### src/rtl/raster_stamp_buf_pkg.sv
// Shared raster types: stamp entry, CSR response and response FSM states.
// RASTER_GRAD_EN adds per-stamp z-gradients to the CSR response.
package raster_stamp_buf_pkg;

`ifndef RASTER_STAMP_LANES
`define RASTER_STAMP_LANES 4
`endif

  localparam int RASTER_POS_Y_LSB = 16;
  localparam int RASTER_MASK_LSB  = 0;
  localparam int STAMP_LANES      = `RASTER_STAMP_LANES;

  typedef struct packed {
    logic [15:0]               pid;
    logic [STAMP_LANES*32-1:0] bcoord_z;
    logic [STAMP_LANES*32-1:0] bcoord_y;
    logic [STAMP_LANES*32-1:0] bcoord_x;
    logic [STAMP_LANES-1:0]    mask;
    logic [15:0]               pos_y;
    logic [15:0]               pos_x;
  } raster_stamp_t;

  typedef struct packed {
`ifdef RASTER_GRAD_EN
    logic [31:0] grad_y;
    logic [31:0] grad_x;
`endif
    logic [31:0] pid_mask;
    logic [31:0] pos_y_x;
  } raster_csrs_t;

  typedef enum logic [1:0] {
    RSP_IDLE,
    RSP_STAMP,
    RSP_DONE
  } rsp_state_t;

endpackage

### src/rtl/raster_stamp_buf_if.sv
// Stamp input, fetch request and CSR response bundle.
interface raster_stamp_buf_if #(
  parameter int NUM_LANES = 4,
  parameter int POS_BITS  = 16,
  parameter int PID_BITS  = 16,
  parameter int DEPTH     = 8
);
  logic                   in_valid;
  logic                   in_ready;
  logic [POS_BITS-1:0]    in_pos_x;
  logic [POS_BITS-1:0]    in_pos_y;
  logic [NUM_LANES-1:0]   in_mask;
  logic [NUM_LANES*32-1:0] in_bcoord_x;
  logic [NUM_LANES*32-1:0] in_bcoord_y;
  logic [NUM_LANES*32-1:0] in_bcoord_z;
  logic [PID_BITS-1:0]    in_pid;
  logic                   raster_done;
  logic                   req_valid;
  logic                   req_ready;
  logic                   rsp_valid;
  logic                   rsp_done;
  logic [31:0]            rsp_pos_y_x;
  logic [31:0]            rsp_pid_mask;
  logic [NUM_LANES*32-1:0] rsp_bcoord_x;
  logic [NUM_LANES*32-1:0] rsp_bcoord_y;
  logic [NUM_LANES*32-1:0] rsp_bcoord_z;
  logic [31:0]            rsp_grad_x;
  logic [31:0]            rsp_grad_y;
  logic [$clog2(DEPTH):0] count;

  modport master (
    output in_valid, in_pos_x, in_pos_y, in_mask,
    output in_bcoord_x, in_bcoord_y, in_bcoord_z, in_pid,
    output raster_done, req_valid,
    input  in_ready, req_ready, rsp_valid, rsp_done,
    input  rsp_pos_y_x, rsp_pid_mask,
    input  rsp_bcoord_x, rsp_bcoord_y, rsp_bcoord_z,
    input  rsp_grad_x, rsp_grad_y, count
  );

  modport slave (
    input  in_valid, in_pos_x, in_pos_y, in_mask,
    input  in_bcoord_x, in_bcoord_y, in_bcoord_z, in_pid,
    input  raster_done, req_valid,
    output in_ready, req_ready, rsp_valid, rsp_done,
    output rsp_pos_y_x, rsp_pid_mask,
    output rsp_bcoord_x, rsp_bcoord_y, rsp_bcoord_z,
    output rsp_grad_x, rsp_grad_y, count
  );
endinterface

### src/rtl/raster_stamp_buf_fifo.sv
// Generic FIFO storage; head is visible combinationally on data_out.
module raster_stamp_buf_fifo #(
  parameter int DATAW = 8,
  parameter int DEPTH = 8
) (
  input  logic                   clk,
  input  logic                   reset,
  input  logic                   push,
  input  logic                   pop,
  input  logic [DATAW-1:0]       data_in,
  output logic [DATAW-1:0]       data_out,
  output logic [$clog2(DEPTH):0] count
);
  localparam int AW = $clog2(DEPTH);

  logic [DATAW-1:0] mem [DEPTH];
  logic [AW-1:0]    wr_ptr;
  logic [AW-1:0]    rd_ptr;

  always_ff @(posedge clk) begin
    if (push) mem[wr_ptr] <= data_in;
  end

  always_ff @(posedge clk or posedge reset) begin
    if (reset) begin
      wr_ptr <= '0;
      rd_ptr <= '0;
      count  <= '0;
    end else begin
      if (push) wr_ptr <= wr_ptr + 1'b1;
      if (pop)  rd_ptr <= rd_ptr + 1'b1;
      if (push && !pop)
        count <= count + 1'b1;
      else if (pop && !push)
        count <= count - 1'b1;
    end
  end

  assign data_out = mem[rd_ptr];
endmodule

### src/rtl/raster_stamp_buf.sv
// Stamp FIFO between raster core and CSR fetch; RASTER_GRAD_EN enables gradients.
module raster_stamp_buf
  import raster_stamp_buf_pkg::*;
#(
  parameter int NUM_LANES = 4,
  parameter int DEPTH     = 8,
  parameter int POS_BITS  = 16,
  parameter int PID_BITS  = 16
) (
  input logic         clk,
  input logic         reset,
  raster_stamp_buf_if.slave bus
);
  localparam int LW = NUM_LANES * 32;
  localparam int CW = $clog2(DEPTH) + 1;

  typedef struct packed {
`ifdef RASTER_GRAD_EN
    logic [31:0]          grad_y;
    logic [31:0]          grad_x;
`endif
    logic [PID_BITS-1:0]  pid;
    logic [LW-1:0]        bz;
    logic [LW-1:0]        by;
    logic [LW-1:0]        bx;
    logic [NUM_LANES-1:0] mask;
    logic [POS_BITS-1:0]  y;
    logic [POS_BITS-1:0]  x;
  } entry_t;

  entry_t       wr;
  entry_t       rd;
  logic [CW-1:0] cnt;
  logic         empty, full, push, pop, fire;
  rsp_state_t   state, state_n;
  raster_csrs_t csr_n, csr_q;
  logic [LW-1:0] bx_q, by_q, bz_q;

  assign empty = (cnt == '0);
  assign full  = (cnt == CW'(DEPTH));
  assign push  = bus.in_valid && !full;
  assign fire  = bus.req_valid && bus.req_ready;
  assign pop   = fire && !empty;

  assign bus.in_ready  = !full;
  assign bus.req_ready = !empty || bus.raster_done;
  assign bus.count     = cnt;

  always_comb begin
    wr      = '0;
    wr.x    = bus.in_pos_x;
    wr.y    = bus.in_pos_y;
    wr.mask = bus.in_mask;
    wr.bx   = bus.in_bcoord_x;
    wr.by   = bus.in_bcoord_y;
    wr.bz   = bus.in_bcoord_z;
    wr.pid  = bus.in_pid;
`ifdef RASTER_GRAD_EN
    wr.grad_x = bus.in_bcoord_z[32 +: 32] - bus.in_bcoord_z[0 +: 32];
    wr.grad_y = bus.in_bcoord_z[64 +: 32] - bus.in_bcoord_z[0 +: 32];
`endif
  end

  raster_stamp_buf_fifo #(
    .DATAW ($bits(entry_t)),
    .DEPTH (DEPTH)
  ) u_fifo (
    .clk      (clk),
    .reset    (reset),
    .push     (push),
    .pop      (pop),
    .data_in  (wr),
    .data_out (rd),
    .count    (cnt)
  );

  always_comb begin
    csr_n = '0;
    csr_n.pos_y_x[0 +: POS_BITS] = rd.x;
    csr_n.pos_y_x[RASTER_POS_Y_LSB +: POS_BITS] = rd.y;
    csr_n.pid_mask[RASTER_MASK_LSB +: NUM_LANES] = rd.mask;
    csr_n.pid_mask[RASTER_MASK_LSB + NUM_LANES +: PID_BITS] = rd.pid;
`ifdef RASTER_GRAD_EN
    csr_n.grad_x = rd.grad_x;
    csr_n.grad_y = rd.grad_y;
`endif
  end

  always_ff @(posedge clk or posedge reset) begin
    if (reset) state <= RSP_IDLE;
    else       state <= state_n;
  end

  // Buffered stamps win over end-of-stream.
  always_comb begin
    state_n = RSP_IDLE;
    if (fire) state_n = empty ? RSP_DONE : RSP_STAMP;
  end

  always_ff @(posedge clk or posedge reset) begin
    if (reset) begin
      csr_q <= '0;
      bx_q  <= '0;
      by_q  <= '0;
      bz_q  <= '0;
    end else if (fire) begin
      if (empty) begin
        csr_q <= '0;
        bx_q  <= '0;
        by_q  <= '0;
        bz_q  <= '0;
      end else begin
        csr_q <= csr_n;
        bx_q  <= rd.bx;
        by_q  <= rd.by;
        bz_q  <= rd.bz;
      end
    end
  end

  assign bus.rsp_valid    = (state != RSP_IDLE);
  assign bus.rsp_done     = (state == RSP_DONE);
  assign bus.rsp_pos_y_x  = csr_q.pos_y_x;
  assign bus.rsp_pid_mask = csr_q.pid_mask;
  assign bus.rsp_bcoord_x = bx_q;
  assign bus.rsp_bcoord_y = by_q;
  assign bus.rsp_bcoord_z = bz_q;
`ifdef RASTER_GRAD_EN
  assign bus.rsp_grad_x   = csr_q.grad_x;
  assign bus.rsp_grad_y   = csr_q.grad_y;
`else
  assign bus.rsp_grad_x   = 32'd0;
  assign bus.rsp_grad_y   = 32'd0;
`endif
endmodule

### src/flat_wrapper.sv
// flat-port wrapper written by rule: the top's interface ports become plain ports
module raster_stamp_buf_flat import raster_stamp_buf_pkg::*;
#(
  parameter int NUM_LANES = 4,
  parameter int DEPTH     = 8,
  parameter int POS_BITS  = 16,
  parameter int PID_BITS  = 16
)
  (clk, reset, bus_in_valid, bus_in_pos_x, bus_in_pos_y, bus_in_mask, bus_in_bcoord_x, bus_in_bcoord_y, bus_in_bcoord_z, bus_in_pid, bus_raster_done, bus_req_valid, bus_in_ready, bus_req_ready, bus_rsp_valid, bus_rsp_done, bus_rsp_pos_y_x, bus_rsp_pid_mask, bus_rsp_bcoord_x, bus_rsp_bcoord_y, bus_rsp_bcoord_z, bus_rsp_grad_x, bus_rsp_grad_y, bus_count);
  raster_stamp_buf_if #(.NUM_LANES(NUM_LANES), .POS_BITS(POS_BITS), .PID_BITS(PID_BITS), .DEPTH(DEPTH)) bus_i ();
  input logic clk;
  input logic reset;
  input wire logic [$bits(bus_i.in_valid)-1:0] bus_in_valid;
  input wire logic [$bits(bus_i.in_pos_x)-1:0] bus_in_pos_x;
  input wire logic [$bits(bus_i.in_pos_y)-1:0] bus_in_pos_y;
  input wire logic [$bits(bus_i.in_mask)-1:0] bus_in_mask;
  input wire logic [$bits(bus_i.in_bcoord_x)-1:0] bus_in_bcoord_x;
  input wire logic [$bits(bus_i.in_bcoord_y)-1:0] bus_in_bcoord_y;
  input wire logic [$bits(bus_i.in_bcoord_z)-1:0] bus_in_bcoord_z;
  input wire logic [$bits(bus_i.in_pid)-1:0] bus_in_pid;
  input wire logic [$bits(bus_i.raster_done)-1:0] bus_raster_done;
  input wire logic [$bits(bus_i.req_valid)-1:0] bus_req_valid;
  output wire logic [$bits(bus_i.in_ready)-1:0] bus_in_ready;
  output wire logic [$bits(bus_i.req_ready)-1:0] bus_req_ready;
  output wire logic [$bits(bus_i.rsp_valid)-1:0] bus_rsp_valid;
  output wire logic [$bits(bus_i.rsp_done)-1:0] bus_rsp_done;
  output wire logic [$bits(bus_i.rsp_pos_y_x)-1:0] bus_rsp_pos_y_x;
  output wire logic [$bits(bus_i.rsp_pid_mask)-1:0] bus_rsp_pid_mask;
  output wire logic [$bits(bus_i.rsp_bcoord_x)-1:0] bus_rsp_bcoord_x;
  output wire logic [$bits(bus_i.rsp_bcoord_y)-1:0] bus_rsp_bcoord_y;
  output wire logic [$bits(bus_i.rsp_bcoord_z)-1:0] bus_rsp_bcoord_z;
  output wire logic [$bits(bus_i.rsp_grad_x)-1:0] bus_rsp_grad_x;
  output wire logic [$bits(bus_i.rsp_grad_y)-1:0] bus_rsp_grad_y;
  output wire logic [$bits(bus_i.count)-1:0] bus_count;
  assign bus_i.in_valid = bus_in_valid;
  assign bus_i.in_pos_x = bus_in_pos_x;
  assign bus_i.in_pos_y = bus_in_pos_y;
  assign bus_i.in_mask = bus_in_mask;
  assign bus_i.in_bcoord_x = bus_in_bcoord_x;
  assign bus_i.in_bcoord_y = bus_in_bcoord_y;
  assign bus_i.in_bcoord_z = bus_in_bcoord_z;
  assign bus_i.in_pid = bus_in_pid;
  assign bus_i.raster_done = bus_raster_done;
  assign bus_i.req_valid = bus_req_valid;
  assign bus_in_ready = bus_i.in_ready;
  assign bus_req_ready = bus_i.req_ready;
  assign bus_rsp_valid = bus_i.rsp_valid;
  assign bus_rsp_done = bus_i.rsp_done;
  assign bus_rsp_pos_y_x = bus_i.rsp_pos_y_x;
  assign bus_rsp_pid_mask = bus_i.rsp_pid_mask;
  assign bus_rsp_bcoord_x = bus_i.rsp_bcoord_x;
  assign bus_rsp_bcoord_y = bus_i.rsp_bcoord_y;
  assign bus_rsp_bcoord_z = bus_i.rsp_bcoord_z;
  assign bus_rsp_grad_x = bus_i.rsp_grad_x;
  assign bus_rsp_grad_y = bus_i.rsp_grad_y;
  assign bus_count = bus_i.count;
  raster_stamp_buf #(.NUM_LANES(NUM_LANES), .DEPTH(DEPTH), .POS_BITS(POS_BITS), .PID_BITS(PID_BITS)) u_core (.clk(clk), .reset(reset), .bus(bus_i));
endmodule
### config.mk
export PLATFORM = sky130hd
export DESIGN_NAME = raster_stamp_buf_flat
export DESIGN_NICKNAME = d
export VERILOG_FILES = /design/src/rtl/raster_stamp_buf_pkg.sv /design/src/rtl/raster_stamp_buf_if.sv /design/src/rtl/raster_stamp_buf_fifo.sv /design/src/rtl/raster_stamp_buf.sv /design/src/flat_wrapper.sv
export SDC_FILE = /design/constraint.sdc
export NUM_CORES = 2
export LEC_CHECK = 0
export BUFFER_PORTS_ARGS = -buffer_cell sky130_fd_sc_hd__buf_2
export CAP_MARGIN = 15
export CORE_MARGIN = 3
export CORE_UTILIZATION = 30
export DETAILED_ROUTE_END_ITERATION = 12
export PLACE_DENSITY_LB_ADDON = 0.25
export SYNTH_ARGS = -nofsm -noshare
export SYNTH_HDL_FRONTEND = slang
export SYNTH_SLANG_ARGS = --single-unit
### constraint.sdc
create_clock -name clk -period 41.2 [get_ports clk]
set_input_delay 0 -clock clk [delete_from_list [all_inputs] [get_ports clk]]
set_output_delay 0 -clock clk [all_outputs]
set_load 0.03 [all_outputs]
==> Flow_metrics.wiki <==
{| class="wikitable"
! Metric !! Value
|-
| Core Region || 480000 sq um
|-
| Site Rows || 254
|-
| Post-placement worst setup slack || 34990 ps
|-
| Nature of the critical path endpoint || register
|-
| Final net count || 9017
|-
| Number of I/O pins || 961
|-
| Maximum number of pins on one net before global-route repair || 130
|-
| Max-cap viol count || 0
|-
| Primary flip-flop cell chosen by synthesis mapping || sky130_fd_sc_hd__edfxtp_1
|-
| Number of iterations in the first detailed-routing pass || 5
|-
| Number of warnings printed during yosys synthesis || 0
|-
| Global-route congestion overflow total || 0
|-
| Master of the slowest instance on the critical path || sky130_fd_sc_hd__dfrtp_4
|-
| Total track usage || 15.3%
|-
| Number of global-route vias before repair || 77400
|-
| Cell-by-cell trace of the critical path || buf_4 -> buf_4 -> buf_4 -> buf_4 -> buf_4 -> mux4_2 -> a222oi_1 -> inv_1
|-
| Routability congestion estimate from global placement || 0.717
|-
| Cell repeated most along the worst path || sky130_fd_sc_hd__buf_4
|-
| Wire length per cell after detailed routing || 25.1 microns
|-
| Number of instances in the synthesized netlist || 6590
|-
| Total clock sinks || 3936
|-
| Result of the run || finished, final reports clean
|-
| Worst IR drop on VDD || around 0.057 mV
|-
| Die Ht || 702 microns
|-
| Largest fanout of any net on the critical path || 47
|-
| Worst setup margin || approximately 35000 ps
|-
| Total clock buffers created by CTS || 411
|-
| Shortest clock period the worst path allows after layout || ~6000 ps
|-
| EDFF count, synth || ~3500
|-
| Hold/Removal Path Class || input pin to asynchronous set/reset pin
|-
| Setup repair after global routing missed its margin || false
|-
| Die extent in x || about 700 microns
|-
| Highest-count cells in the layout ignoring fill and taps || sky130_fd_sc_hd__edfxtp_1, sky130_fd_sc_hd__buf_2, sky130_fd_sc_hd__nand2_1
|-
| Area enclosed by the die boundary || 492000 sq um
|-
| First-pass GRT wire length || ~560 mm
|-
| Total via count after detailed routing || 72800
|-
| Fmax || 0.170 GHz
|-
| Pwr per Cell Area || 70.3 nW/um^2
|-
| Total Wirelength || 387 mm
|-
| Placed cell count || ~14000
|-
| Logic depth of the worst register-to-register path || 8
|-
| Synthesized area per cell || 22.0 sq um
|-
| Antenna violations before repair || 95
|-
| Detailed router's first-iteration violation count || 5969
|-
| Antenna violation net count after detailed routing || 0
|-
| Number of standard cells in the final layout excluding fillers || 15400
|-
| Path type of the worst setup path || register to register
|-
| Mapped Area || about 150000 sq um
|-
| Post-CTS Setup Bufs || 0
|-
| TritonCTS clock tree || yes
|-
| Static leakage || 61.7 nW
|-
| Critical path launch point type || register
|-
| Endpoint required time on the critical path || approximately 42000 ps
|-
| Later-pin clock latency in the skew report || slightly below 1000 ps
|-
| Final-report max-slew violation count || 0
|-
| Netlist cell types || 34
|-
| Total negative slack || 0 ps
|-
| Slew Limit Headroom || 15.0%
|-
| Register area share after synthesis || 79.9%
|-
| Relative area change from synthesis to final layout || 23.9%
|-
| Proportion of register bits with asynchronous set or reset after synthesis || 11.4%
|-
| Final setup violation count || 0
|-
| Clock root buffer master || sky130_fd_sc_hd__clkbuf_16
|-
| Commonest non-fill, non-tap cell in the layout || sky130_fd_sc_hd__edfxtp_1
|-
| Share of final-layout standard cells stronger than drive strength 1 || 29.7%
|-
| Crit path DAT || between 6000 and 7000 ps
|-
| Worst slew pin tran || ~1300 ps
|-
| Number of buffers on the longest clock path || 4
|-
| Post-synthesis sequential element count || 3936
|-
| Clock slew at the register clock pins of the worst setup and hold paths || 60 ps
|-
| Number of hold violations in the final report || 0
|-
| Overall power consumption || between 10 and 15 mW
|-
| Starting density of the core || a little under a third
|-
| Clock Skews || between 50 and 60 ps
|-
| PortBufs || 884
|-
| Final worst-path cycle share || 14.3%
|-
| Vias per cell || 4.73
|-
| Total half-perimeter wirelength after legalization and detailed placement || 212 mm
|-
| Deepest level of the CTS H-tree || 5
|-
| DRC || 0
|-
| Slowest stage delay, CP || 860 ps
|-
| Finished Core Util || 37.5%
|}
==> kinds of logic after synthesis <==
kind of cell	Yosys count	synth area share, %
fa+ha+maj	6	0.0569
simple gates	900	2.35
buf+inv	421	1.49
other cells	1	0.00258
compound gates	444	2.65
flops	3936	79.9
xor+xnor	6	0.0362
mux	876	13.6
==> sequential cells by signal (all words and copies together), names as in the netlist <==
| name | flops |
|---|---|
| u_core.bus.rsp_bcoord_x | 128 |
| u_core.u_fifo.mem | 3488 |
| u_core.bus.rsp_bcoord_z | 128 |
| u_core.state | 2 |
| u_core.u_fifo.count | 4 |
| u_core.bus.rsp_pos_y_x | 32 |
| u_core.u_fifo.wr_ptr | 3 |
| u_core.bus.rsp_pid_mask | 20 |
| u_core.u_fifo.rd_ptr | 3 |
| u_core.bus.rsp_bcoord_y | 128 |
==> final timing paths <==
kind | from | to | slack, ps
max in group asynchronous | reset | u_core.bus.rsp_bcoord_y[61] | 38160
min in group clk | bus_raster_done | u_core.bus.rsp_bcoord_y[101] | 410
hold reg to reg | u_core.bus.rsp_bcoord_y[61] | u_core.bus.rsp_bcoord_y[61] | 460
hold / removal | reset | u_core.bus.rsp_bcoord_z[77] | 380
setup / recovery | u_core.u_fifo.rd_ptr[0] | u_core.bus.rsp_bcoord_x[92] | 35320
setup reg to reg | u_core.u_fifo.rd_ptr[0] | u_core.bus.rsp_bcoord_x[92] | 35320
==> cell usage after synthesis, types with 2 or more instances <==
cell / n / share of area (%)
sky130_fd_sc_hd__edfxtp_1: 3488 / 72
sky130_fd_sc_hd__clkbuf_1: 160 / 0.41
sky130_fd_sc_hd__xnor2_1: 5 / 0.030
sky130_fd_sc_hd__ha_1: 5 / 0.043
sky130_fd_sc_hd__inv_1: 5 / 0.013
sky130_fd_sc_hd__a22oi_2: 100 / 0.86
sky130_fd_sc_hd__buf_2: 168 / 0.58
sky130_fd_sc_hd__mux4_2: 872 / 14
sky130_fd_sc_hd__buf_6: 12 / 0.093
sky130_fd_sc_hd__nand2b_1: 2 / 0.0086
sky130_fd_sc_hd__buf_4: 76 / 0.39
sky130_fd_sc_hd__or2_2: 2 / 0.0086
sky130_fd_sc_hd__o21ai_0: 2 / 0.0069
sky130_fd_sc_hd__nand2_1: 879 / 2.3
sky130_fd_sc_hd__mux2_2: 3 / 0.023
sky130_fd_sc_hd__dfrtp_1: 448 / 7.7
sky130_fd_sc_hd__nor3_1: 8 / 0.028
sky130_fd_sc_hd__nor2_1: 5 / 0.013
sky130_fd_sc_hd__a22oi_1: 335 / 1.7
==> stage by stage <==
| step | cell area (sq um) | hold WS [ps] |
|---|---|---|
| after floorplan | 145000 | 98.9 |
| after global placement | 157000 | 235 |
| after detailed placement | 157000 | 236 |
| after CTS | 180000 | 272 |
| after global routing | 180000 | 352 |
| final | 180000 | 379 |
==> worst max-delay path: cells and delay by family (launching register included) <==
family,cells,cell delay (ps)
compound gates,1,350
mux,1,590
flops,1,860
buf+inv,6,3740
==> where the power goes <==
part / internal, mW / total [mW] / switching (mW) / leakage, nW
Combinational: 1.34 / 3.54 / 2.20 / 17.8
Sequential: 5.11 / 5.37 / 0.269 / 37.2
Clock: 2.17 / 3.74 / 1.57 / 6.72
==> layer usage <==
layer  global-route usage, %  up-vias  routed length (microns)
met2                    25.2     2172                   186000
met1                    20.5    39100                   163000
li1                        -    31000                        -
met3                    3.70      600                    27100
met4                    3.96       60                     9870
met5                       0        -                      371
==> what timing repair did <==
item / 4_1_cts / 5_1_grt
hold buffers: 878 / 0
endpoints found under the hold margin: 3759 / 0
gates resized for setup: 0 / 0
==> final cells by class <==
type	instances	area (sq um)
clock inverter	220	2340
clock buffer	555	11400
tap	6400	8010
sequential	3936	116000
inverter	5	26.3
timing repair buffer	1908	14500
antenna	52	130
multi-input combinational	2308	27400
fill	44000	300000
Power figures use the tool's default switching activity.
